### config.mk
export PLATFORM = sky130hd
export DESIGN_NAME = program_loader
export DESIGN_NICKNAME = d
export VERILOG_FILES = /design/src/rtl/program_loader.sv
export SDC_FILE = /design/constraint.sdc
export NUM_CORES = 1
export LEC_CHECK = 0
export ABC_AREA = 1
export CORE_MARGIN = 2
export CORE_UTILIZATION = 45
export DETAILED_ROUTE_END_ITERATION = 10
export GPL_ROUTABILITY_DRIVEN = 0
export PLACE_DENSITY = 0.73
export SLEW_MARGIN = 20
export SYNTH_ARGS = -nofsm -noshare
export SYNTH_HDL_FRONTEND = slang
export SYNTH_SLANG_ARGS = --single-unit
### constraint.sdc
create_clock -name clk -period 2 [get_ports clk]
set_clock_uncertainty 0.2 [all_clocks]
set_input_delay 0.2 -clock clk [delete_from_list [all_inputs] [get_ports clk]]
set_output_delay 0.2 -clock clk [all_outputs]
set_load 0.005 [all_outputs]
### src/rtl/program_loader.sv
// Serial program loader: takes a little-endian word count and instruction stream from a
// byte link, writes each instruction through the core debug port, and holds the core in reset.
module program_loader #(
  parameter int unsigned     XLEN               = 64,
  parameter int unsigned     INSTRUCTION_LENGTH = 32,
  parameter logic [XLEN-1:0] BASE_ADDR          = '0,
  parameter int unsigned     MAX_WORDS          = 1024,
  parameter int unsigned     TIMEOUT_CYCLES     = 1000000
) (
  input  logic                          clk,
  input  logic                          rst,
  input  logic                          rx_valid,
  input  logic [7:0]                    rx_data,
  output logic                          rx_ready,
  input  logic                          reload,
  output logic                          dbg_wr_en,
  output logic [XLEN-1:0]               dbg_addr,
  output logic [INSTRUCTION_LENGTH-1:0] dbg_instr,
  output logic                          core_rst,
  output logic                          load_done,
  output logic                          load_error
);

  localparam int unsigned      TMO_W    = $clog2(TIMEOUT_CYCLES + 1);
  localparam logic [TMO_W-1:0] TMO_LAST = TMO_W'(TIMEOUT_CYCLES - 1);
  localparam logic [31:0]      MAX_N    = 32'(MAX_WORDS);

  typedef enum logic [1:0] {
    HDR   = 2'd0,
    DATA  = 2'd1,
    DONE  = 2'd2,
    ERROR = 2'd3
  } state_t;

  state_t                        state, state_nxt;
  logic [1:0]                    byte_cnt, byte_cnt_nxt;
  logic [23:0]                   partial, partial_nxt;
  logic [31:0]                   word_count, word_count_nxt;
  logic [31:0]                   index, index_nxt;
  logic [XLEN-1:0]               wr_addr, wr_addr_nxt;
  logic [TMO_W-1:0]              tmo, tmo_nxt;
  logic                          wr_en_nxt;
  logic [XLEN-1:0]               addr_nxt;
  logic [INSTRUCTION_LENGTH-1:0] instr_nxt;
  logic                          rx_ready_nxt;
  logic                          core_rst_nxt;
  logic                          load_done_nxt;
  logic                          load_error_nxt;
  logic                          accept_c;
  logic [31:0]                   word_c;

  // Registers: FSM state, assembly datapath and all outputs.
  always_ff @(posedge clk) begin
    if (rst) begin
      state      <= HDR;
      byte_cnt   <= '0;
      partial    <= '0;
      word_count <= '0;
      index      <= '0;
      wr_addr    <= '0;
      tmo        <= '0;
      rx_ready   <= 1'b1;
      dbg_wr_en  <= 1'b0;
      dbg_addr   <= '0;
      dbg_instr  <= '0;
      core_rst   <= 1'b1;
      load_done  <= 1'b0;
      load_error <= 1'b0;
    end else begin
      state      <= state_nxt;
      byte_cnt   <= byte_cnt_nxt;
      partial    <= partial_nxt;
      word_count <= word_count_nxt;
      index      <= index_nxt;
      wr_addr    <= wr_addr_nxt;
      tmo        <= tmo_nxt;
      rx_ready   <= rx_ready_nxt;
      dbg_wr_en  <= wr_en_nxt;
      dbg_addr   <= addr_nxt;
      dbg_instr  <= instr_nxt;
      core_rst   <= core_rst_nxt;
      load_done  <= load_done_nxt;
      load_error <= load_error_nxt;
    end
  end

  // Next-state, byte assembly, debug-port write and idle timeout.
  always_comb begin
    state_nxt      = state;
    byte_cnt_nxt   = byte_cnt;
    partial_nxt    = partial;
    word_count_nxt = word_count;
    index_nxt      = index;
    wr_addr_nxt    = wr_addr;
    tmo_nxt        = tmo;
    wr_en_nxt      = 1'b0;
    addr_nxt       = dbg_addr;
    instr_nxt      = dbg_instr;
    accept_c       = rx_valid && rx_ready;
    word_c         = {rx_data, partial};

    unique case (state)
      HDR, DATA: begin
        if (accept_c) begin
          tmo_nxt      = '0;
          byte_cnt_nxt = byte_cnt + 2'd1;
          unique case (byte_cnt)
            2'd0:    partial_nxt[7:0]   = rx_data;
            2'd1:    partial_nxt[15:8]  = rx_data;
            2'd2:    partial_nxt[23:16] = rx_data;
            default: partial_nxt        = '0;
          endcase
          if (byte_cnt == 2'd3) begin
            if (state == HDR) begin
              word_count_nxt = word_c;
              index_nxt      = '0;
              wr_addr_nxt    = BASE_ADDR;
              if (word_c == 32'd0) begin
                state_nxt = DONE;
              end else if (word_c > MAX_N) begin
                state_nxt = ERROR;
              end else begin
                state_nxt = DATA;
              end
            end else begin
              wr_en_nxt   = 1'b1;
              addr_nxt    = wr_addr;
              instr_nxt   = INSTRUCTION_LENGTH'(word_c);
              wr_addr_nxt = wr_addr + XLEN'(4);
              index_nxt   = index + 32'd1;
              if (index == word_count - 32'd1) begin
                state_nxt = DONE;
              end
            end
          end
        end else if (state == DATA || byte_cnt != 2'd0) begin
          // Idle gap only counts once a load is in progress; a partial word is dropped on expiry.
          if (tmo == TMO_LAST) begin
            state_nxt    = ERROR;
            byte_cnt_nxt = '0;
            partial_nxt  = '0;
            tmo_nxt      = '0;
          end else begin
            tmo_nxt = tmo + TMO_W'(1);
          end
        end
      end
      default: begin
        if (reload) begin
          state_nxt    = HDR;
          byte_cnt_nxt = '0;
          partial_nxt  = '0;
          index_nxt    = '0;
          tmo_nxt      = '0;
        end
      end
    endcase

    // Core release lags DONE entry by one cycle so the final write lands first.
    rx_ready_nxt   = (state_nxt == HDR) || (state_nxt == DATA);
    load_done_nxt  = (state == DONE) && (state_nxt == DONE);
    core_rst_nxt   = !load_done_nxt;
    load_error_nxt = (state_nxt == ERROR);
  end

endmodule

After elaboration in Yosys (flattened, before gate mapping) --
Index checks and enable logic that the tools add are counted.
Cells by class: add/subtract/negate cells 5, magnitude comparators 1, equal/unequal tests 17, mux-type cells 35, bitwise gates (word level) 4, reduce and logical (&&, ||, !) cells 25
Operators with widths (count):
- two-way mux 32 bit | 5
- two-way mux 24 bit | 5
- two-way mux 20 bit | 5
- adder 64 x 3 -> 64 bit (second input constant) | 1
- two-way mux 64 bit | 1
- one-hot mux 8 bit (2 select lines) | 3
- adder 32 x 1 -> 32 bit (second input constant) | 1
- == test 32 bit | 1
- > comparator 32 x 11 -> 1 bit (second input constant) | 1
- zero test 32 bit | 1
- subtractor 32 x 1 -> 32 bit (second input constant) | 1
- two-way mux 2 bit | 15
- adder 20 x 1 -> 20 bit (second input constant) | 1
- == test 20 bit (second input constant) | 1
- AND reduction 4 bit | 5
- inequality test 3 bit (second input constant) | 5
- == test 2 bit (second input constant) | 5
- AND reduction 3 bit | 3
- OR reduction 2 bit | 4
- == test 2 x 1 -> 1 bit (second input constant) | 3
- zero test 2 bit | 3
- inequality test 2 bit (second input constant) | 2
- inverter 1 bit | 4
- nonzero test 2 bit | 2
- 7 further kinds | 9
Word-level totals: register bits 277, input port bits 12, output and inout port bits 101, logic and storage cells 103

Logic depth before layout (Yosys ltp) --
Gate-level depths: netlist of run 1.
depth in word-level cells 10, mapped depth 21, depth with buffers taken out 21

Worst setup path before layout of run 1 --
Ideal clock, no wire load.
path type flip-flop to flip-flop, from register byte_cnt[0], to register tmo[9], library setup time 0.080 ns, arrival time 1.932 ns, required time 1.720 ns, slack -0.212 ns, cell stages (with the launch flop) 14, buffers on the path 1, period minus slack after synthesis 2.212 ns, cell sequence dfxtp_1 -> inv_1 -> ha_1 -> clkinv_1 -> nor2_1 -> inv_2 -> o21ai_4 -> inv_2 -> nand2_4 -> inv_2 -> nor2_4 -> inv_2 -> buf_2 -> nor3b_1
On the way: longest elaborated chain between the ends 4
Ends and longest elaborated chain:
- start, declared | line 36 | logic [1:0] byte_cnt, byte_cnt_nxt;
- start signal, assigned | line 71 | byte_cnt <= byte_cnt_nxt;
- nonzero test 2 bit | line 136 | end else if (state == DATA || byte_cnt != 2'd0) begin
- logical OR 1 bit | line 136
- inequality test 3 bit (no source line)
- AND reduction 2 bit (no source line)
- end signal, assigned | line 76 | tmo <= tmo_nxt;
- end, declared | line 41 | logic [TMO_W-1:0] tmo, tmo_nxt;
No other way between the ends. A chain may end at the register's enable or synchronous reset.

Final worst setup path of run 1 --
from register word_count[5], to register rx_ready
On the way: longest elaborated chain between the ends 9, elaborated cells between the ends (all ways) 10, classes of those cells add/sub (1); eq/ne (2); mux (5); reduce/logical (2)
Ends and longest elaborated chain:
- start, declared | line 38 | logic [31:0] word_count, word_count_nxt;
- start signal, assigned | line 73 | word_count <= word_count_nxt;
- subtractor 32 x 1 -> 32 bit (*) | line 131 | if (index == word_count - 32'd1) begin
- == test 32 bit (*) | line 131
- two-way mux 2 bit (*) | line 131
- two-way mux 2 bit (*) | line 114 | if (state == HDR) begin
- two-way mux 2 bit (*) | line 113 | if (byte_cnt == 2'd3) begin
- two-way mux 2 bit (*) | line 104 | if (accept_c) begin
- two-way mux 2 bit (*) | line 102 | unique case (state)
- == test 2 x 1 -> 1 bit / zero test 2 bit (equally long branches) | line 160 | rx_ready_nxt = (state_nxt == HDR) || (state_nxt == DATA);
- logical OR 1 bit (*) | line 160
- end signal, assigned | line 77 | rx_ready <= rx_ready_nxt;
- end, declared | line 14 | output logic rx_ready,
Every way passes the cells marked *; elsewhere a longest branch is shown, timed or not.

==> summary.md, run 1 <==
| Metric | Value |
|---|---|
| Startpoint class of the critical path | `flop` |
| Worst-Margin Slew | `around 600 ps` |
| Fin. Hold Viols | `0` |
| Critical path's most frequent cell | `nand2_1` |
| Cells taking the most area after synthesis | `dfxtp_1 (43%), a21oi_1 (8.4%), o21ai_0 (8.1%), nand2_1 (7.3%), inv_1 (6.1%)` |
| Avg Synthesized Cell Area | `7.21 µm²` |
| TritonCTS clock tree | `yes` |
| Predominant post-synthesis flop cell | `dfxtp_1` |
| Number of warnings reported in the yosys synthesis log | `0` |
| Worst stage delay on the critical path | `approximately 360 ps` |
| Nets | `roughly 2200` |
| Final global-route overflow total | `0` |
| Number of buffers created by CTS | `29` |
| Final worst-path cycle share | `1.23` |
| Slowest stage cell, crit path | `dfxtp_2` |
| Internal Dissipation | `approximately 0.010 W` |
| Clock root buffer | `clkbuf_16` |
| Logic gate share of total power | `0.169` |
| Initial antenna violation count | `0` |
| Area growth from synthesis to layout | `50.9%` |
| Number of vias per cell after detailed routing | `around 5.4` |
| Mapped Cells | `between 1500 and 2000` |
| Post-synth top area share | `0.431` |
| Synthesized area | `around 13000 µm²` |
| Total iterations of the first detailed-routing run | `6` |
| Clk Latency, worst-skew pair | `~550 ps` |
| Largest net degree at the start of global routing | `48` |
| Slack of the critical path | `-451 ps` |
| Max-Cap Viols | `0` |
| Top cell type by total area after synthesis | `dfxtp_1` |
| Number of synthesized flops with an enable pin | `0` |
| Total of flip-flops plus latches after synthesis | `about 270` |
| Initial standard-cell utilization of the core | `0.456` |
| Cell row count | `between 60 and 70` |
| First DRT Iteration DRCs | `1063` |
| Clock network power share | `0.417` |
| Overall die width | `172 µm` |
| Static Leakage | `~8.3 nW` |
| Seq/Total Area, Yosys | `0.431` |
| Detail Placement HPWL | `28600 µm` |
| Global-route wire length before repair | `~63000 µm` |
| Core area | `27800 µm²` |
| All-layer global routing usage | `0.264` |
| Detail Route Antenna Nets | `0` |
| Final routed DRC violation total | `0` |
| Area of all placed cells without fillers | `19100 µm²` |
| Req. time, crit path | `approximately 2200 ps` |
| Classification of the worst setup path | `flop to flop` |
| Max IR drop VDD | `0.000758 V` |
| Top-Level Pins | `~110` |
| Sw Ratio | `0.269` |
| Number of setup violations in the final report | `99` |
| Number of global-route vias before repair | `13147` |
| Share of total power in sequential cells | `0.414` |
| H-tree depth | `1` |
| Buffers from clock root to sink, at most | `3` |
| Result of the run | `finished with violations` |
| Class of the tightest hold or removal check | `input port to flop` |
| Post-place instance area | `16700 µm²` |
| Count of unique library cells instantiated by Yosys | `50` |
| Max Slew Vio Count | `0` |
| Final worst path period need | `2450 ps` |
| Count of filler cells inserted in the layout | `approximately 2000` |
| Post-route worst hold slack | `~250 ps` |
| Number of I/O port buffers | `110` |
| ANT cells | `0` |
| Power per cell area | `roughly 700 nW/µm²` |
| Final wirelength | `approximately 43000 µm` |
| FFs w/ async S/R, synth | `0` |
| Clock sink total | `~270` |
| Worst path arrival time | `between 2000 and 3000 ps` |
| Die outline height | `between 150 and 200 µm` |
| Endpoint kind of the worst setup timing path | `flop` |
| Cell breakdown of the critical path | `nor2_4 -> nand2_2 -> nor2_4 -> buf_12 -> buf_6 -> nand2_4 -> nor2_4 -> xnor2_2 -> nor2_1 -> nand2_1 -> nor2_2 -> buf_6 -> nand2_1 -> nand2_1 -> nand2_1 -> nand2_2 -> nand2_1 -> nand2_1 -> nand2_2` |
| Average wire per cell in the routed design | `roughly 16 µm` |
| Die Outline Area | `roughly 30000 µm²` |
| Share of post-route cells with drive strength above 1 | `0.309` |
| Detailed-route via count | `14007` |
| RSZ-0062 raised after global routing | `true` |
| Clk pin slew, worst setup/hold paths | `~60 ps` |
| Highest achievable clock rate | `408 MHz` |
| Crit path max fanout | `8` |
| Switching power | `around 0.0037 W` |
| Violated checks | `negative setup slack` |
| Relative slew slack | `0.598` |
==> cell usage in the layout (no fill, tap or decap), drive strengths merged, types with 17 or more instances in the layout <==
cell / instances
xor2: 23
inv: 216
nor3: 79
nor4: 18
nor2: 216
dfxtp: 273
nand2: 257
a21oi: 213
clkinv: 17
clkdlybuf4s50: 110
buf: 359
o21ai: 212
nand4: 35
xnor2: 17
nand3: 50
clkbuf: 37
==> metal layers <==
layer / vias to the layer above / part of all wire / track usage
met3: 149 / 0.065 / 0.0357
li1: 6732 / - / -
met4: 0 / 0.046 / 0.109
met5: - / 0 / 0
met2: 555 / 0.49 / 0.463
met1: 6571 / 0.40 / 0.326
==> area by class of cell <==
type	count	area, µm²	area share
Clock inverter	17	221	0.0116
Clock buffer	36	782	0.0409
Multi-Input combinational cell	1200	7110	0.372
Timing Repair Buffer	470	4130	0.216
Timing Repair inverter	1	7.51	0.000393
Tap cell	378	473	0.0247
Sequential cell	273	5520	0.289
Inverter	222	872	0.0456
==> stage by stage <==
stage	power, W	TNS (ps)	setup WS [ps]	util	std cells
after floorplan	0.00680	-984	-98.7	-	1757
after global placement	0.00755	-47920	-566	0.602	2498
after detailed placement	0.00759	-53320	-610	0.602	2498
after CTS	0.0133	-6150	-433	0.656	2572
after global routing	0.0141	-26180	-611	0.688	2597
final	0.0137	-13440	-451	0.688	2597
==> flip-flops by register name, indices dropped and copies added (netlist names) <==
register / count
dbg_addr: 62
load_done: 1
word_count: 32
index: 32
state: 2
tmo: 20
dbg_wr_en: 1
load_error: 1
core_rst: 1
dbg_instr: 32
partial: 24
wr_addr: 62
rx_ready: 1
byte_cnt: 2
==> power by group through the flow <==
stage               sequential [W]  combinational (W)  clock [W]
finish                     0.00566            0.00230    0.00570
global route               0.00567            0.00248    0.00596
CTS                        0.00565            0.00196    0.00572
detailed placement         0.00577            0.00183          0
global placement           0.00576            0.00179          0
floorplan                  0.00576            0.00105          0
==> kinds of logic (layout without fill, tap and decap cells) <==
group	after synthesis	count (layout)	share of synthesized area
flip-flops	273	273	0.431
AND/OR/NAND/NOR	673	674	0.247
adder cells (fa/ha/maj)	8	8	0.00790
AO/OA/AOI/OAI	476	476	0.199
buffers and inverters	285	746	0.0863
other	1	2	0.000296
XOR/XNOR	40	40	0.0277
==> critical path: cells and delay by family, from the launching register on <==
kind	cells	cell delay, ps
buffers and inverters	3	350
DFF	1	360
and+or+nand+nor	15	1330
xor gates and xnor gates	1	80
==> cells in the mapped netlist, types with 5 or more instances <==
| cell | number |
|---|---|
| buf_2 | 7 |
| nor2_2 | 11 |
| and3_1 | 5 |
| xor2_1 | 23 |
| clkinv_1 | 5 |
| ha_1 | 8 |
| nand2_2 | 7 |
| o21ai_1 | 5 |
| a21oi_1 | 212 |
| o21a_1 | 12 |
| dfxtp_1 | 273 |
| inv_1 | 206 |
| nor4_1 | 16 |
| nand4_1 | 32 |
| nor2_4 | 9 |
| clkbuf_1 | 51 |
| o21ai_0 | 206 |
| nand2_1 | 247 |
| nor3_1 | 73 |
| nand3_1 | 46 |
| xnor2_1 | 17 |
| a211oi_1 | 16 |
| a31oi_1 | 13 |
| inv_2 | 11 |
| nor2_1 | 195 |
==> timing repair <==
item	CTS	global route
pin swaps	37	70
gates cloned	0	3
gates resized for setup	100	200
setup endpoints to repair	95	120
hold buffers	0	0
setup buffers	21	26
==> path summary, 6_finish.rpt <==
check / start / to / slack [ps] / cells past startpoint
worst max register to register: word_count[5] / rx_ready / -450 / 19
worst min-delay path: rx_data[5] / partial[13] / 250 / 4
worst max-delay path: word_count[5] / rx_ready / -450 / 19
worst min register to register: wr_addr[62] / wr_addr[62] / 260 / 1
(Power assumes the default switching activity.)
==> run 2, diff against run 1 <==
--- a/config.mk
+++ b/config.mk
@@ -6,11 +6,11 @@
 export NUM_CORES = 1
 export LEC_CHECK = 0
 export ABC_AREA = 1
-export CORE_MARGIN = 2
+export CAP_MARGIN = 20
 export CORE_UTILIZATION = 45
 export DETAILED_ROUTE_END_ITERATION = 10
 export GPL_ROUTABILITY_DRIVEN = 0
-export PLACE_DENSITY = 0.73
+export PLACE_DENSITY = 0.67
 export SLEW_MARGIN = 20
 export SYNTH_ARGS = -nofsm -noshare
 export SYNTH_HDL_FRONTEND = slang
==> summary.md, run 2 (synthesis results as in run 1) <==
| Metric | Value |
|---|---|
| Final worst path period need | `2430 ps (-18.8 ps)` |
| Class of the tightest hold or removal check | `input port to flop` |
| Power per cell area | `711 nW/µm² (-0.58%)` |
| Max-Cap Viols | `0 (unchanged)` |
| Global-route wire length before repair | `65000 µm (+2.8%)` |
| Clk Latency, worst-skew pair | `590 ps (+40 ps)` |
| Clk pin slew, worst setup/hold paths | `80 ps (+20 ps)` |
| Result of the run | `finished with violations` |
| Initial standard-cell utilization of the core | `0.457 (+0.00126)` |
| RSZ-0062 raised after global routing | `true` |
| Number of vias per cell after detailed routing | `5.51 (+2.2%)` |
| Classification of the worst setup path | `flop to flop` |
| Post-place instance area | `16500 µm² (-1.0%)` |
| Detailed-route via count | `14564 (+4.0%)` |
| Number of global-route vias before repair | `13296 (+1.1%)` |
| Clock root buffer | `clkbuf_16` |
| Initial antenna violation count | `0 (unchanged)` |
| Endpoint kind of the worst setup timing path | `flop` |
| Worst path arrival time | `2670 ps (about the same)` |
| Detail Placement HPWL | `28300 µm (-0.99%)` |
| Crit path max fanout | `7 (-1)` |
| Max IR drop VDD | `0.000645 V (-15%)` |
| Number of setup violations in the final report | `145 (+46%)` |
| Total iterations of the first detailed-routing run | `5 (-1)` |
| Detail Route Antenna Nets | `0 (unchanged)` |
| Clock sink total | `273 (unchanged)` |
| ANT cells | `0 (unchanged)` |
| Final global-route overflow total | `0 (unchanged)` |
| Core area | `27700 µm² (-0.27%)` |
| Slack of the critical path | `-432 ps (+18.8 ps)` |
| Highest achievable clock rate | `411 MHz (+0.77%)` |
| Req. time, crit path | `2240 ps (about the same)` |
| Max Slew Vio Count | `0 (unchanged)` |
| Share of post-route cells with drive strength above 1 | `0.377 (+0.0688)` |
| Relative slew slack | `0.644 (+0.0461)` |
| Buffers from clock root to sink, at most | `3 (unchanged)` |
| Leading cell type in the layout, fill and taps excluded | `buf_4` |
| Number of I/O port buffers | `110 (unchanged)` |
| Nets | `2262 (+2.0%)` |
| Die outline height | `170 µm (-1.2%)` |
| TritonCTS clock tree | `yes` |
| Area growth from synthesis to layout | `61.3%` |
| Overall die width | `170 µm (-1.2%)` |
| Post-route worst hold slack | `167 ps (-85.4 ps)` |
| H-tree depth | `1 (unchanged)` |
| Registers with the most flip-flops | `dbg_addr x62, wr_addr x62` |
| Die Outline Area | `28800 µm² (-2.3%)` |
| Area of all placed cells without fillers | `20400 µm² (+6.9%)` |
| Overall power of the completed layout | `0.0145 W (+6.3%)` |
| Startpoint class of the critical path | `flop` |
| Number of buffers added to fix hold violations after cts | `0 (unchanged)` |
| Average wire per cell in the routed design | `17.4 µm (+6.2%)` |
| Setup WS pre-CTS | `-599 ps (+10.8 ps)` |
| All-layer global routing usage | `0.277 (+0.0134)` |
| Worst-Margin Slew | `533 ps (-62.9 ps)` |
| Top-Level Pins | `113 (unchanged)` |
| Largest net degree at the start of global routing | `119 (+150%)` |
| Most frequent cells in the layout | `buf_4 (334), dfxtp_1 (237), nand2_1 (186)` |
| Violated checks | `negative setup slack` |
| Cell row count | `61 (unchanged)` |
| Final worst-path cycle share | `1.22 (-0.00941)` |
| Static Leakage | `8.92 nW (+7.7%)` |
| First DRT Iteration DRCs | `901 (-15%)` |
| Fin. Hold Viols | `0 (unchanged)` |
| Final wirelength | `46000 µm (+8.1%)` |
| Final routed DRC violation total | `0 (unchanged)` |
| Number of buffers created by CTS | `30 (+3.4%)` |
==> run 2: final timing paths <==
path	from	endpoint	slack, ps	cells after the start
hold / removal	rst	wr_addr[2]	170	2
setup / recovery	word_count[0]	rx_ready	-430	17
setup reg to reg	word_count[0]	rx_ready	-430	17
hold reg to reg	wr_addr[26]	wr_addr[26]	280	1
==> run 2: where the power goes <==
group	leakage, nW	internal (W)	total (W)	switching, W
clock	0.567	0.00402	0.00646	0.00244
combinational	6.13	0.00104	0.00241	0.00138
sequential	2.22	0.00557	0.00565	0.0000795
total	8.92	0.0106	0.0145	0.00389
==> run 2: critical path, cell delays in order, from the launching register on <==
cell	delay, ps
dfxtp_2	320
inv_2	80
ha_4	160
nand3_4	90
nor2_4	240
buf_6	140
nand3_2	60
xor2_1	140
nor2_1	140
nand3_2	120
nor2_4	160
nand2_1	60
nand2_1	50
nand2_1	50
nand2_1	80
nand2_1	50
nand2_1	70
nand2_1	70
==> run 2: what timing repair did <==
item,in CTS,in global routing
gates resized for setup,212,356
setup buffers,60,50
endpoints found under the setup margin,93,134
pin swaps,59,138
gates cloned,2,9
==> run 2: metrics by stage <==
step,TNS [ps],cells,util
2_1_floorplan,-984,1757,-
3_3_place_gp,-53460,2490,0.597
3_5_place_dp,-61060,2490,0.597
4_1_cts,-7220,2604,0.681
5_1_grt,-31240,2643,0.737
6_report,-14680,2643,0.737
==> run 2: layout make-up <==
| cell class | instances | area [µm²] |
|---|---|---|
| Clock buffer | 37 | 838 |
| Clock inverter | 18 | 327 |
| Fill cell | 1850 | 7270 |
| Inverter | 222 | 905 |
| Multi-Input combinational cell | 1201 | 7750 |
| Sequential cell | 273 | 5540 |
| Tap cell | 378 | 473 |
| Timing Repair Buffer | 513 | 4600 |
| Timing Repair inverter | 1 | 6.26 |
==> run 2: per-layer routing <==
metal | GRT usage | wire (µm) | vias to the layer above
met3 | 0.0331 | 2560 | 200
li1 | - | - | 6836
met1 | 0.339 | 18100 | 6952
met2 | 0.497 | 23000 | 576
met4 | 0.100 | 2320 | 0
met5 | 0 | 0 | -
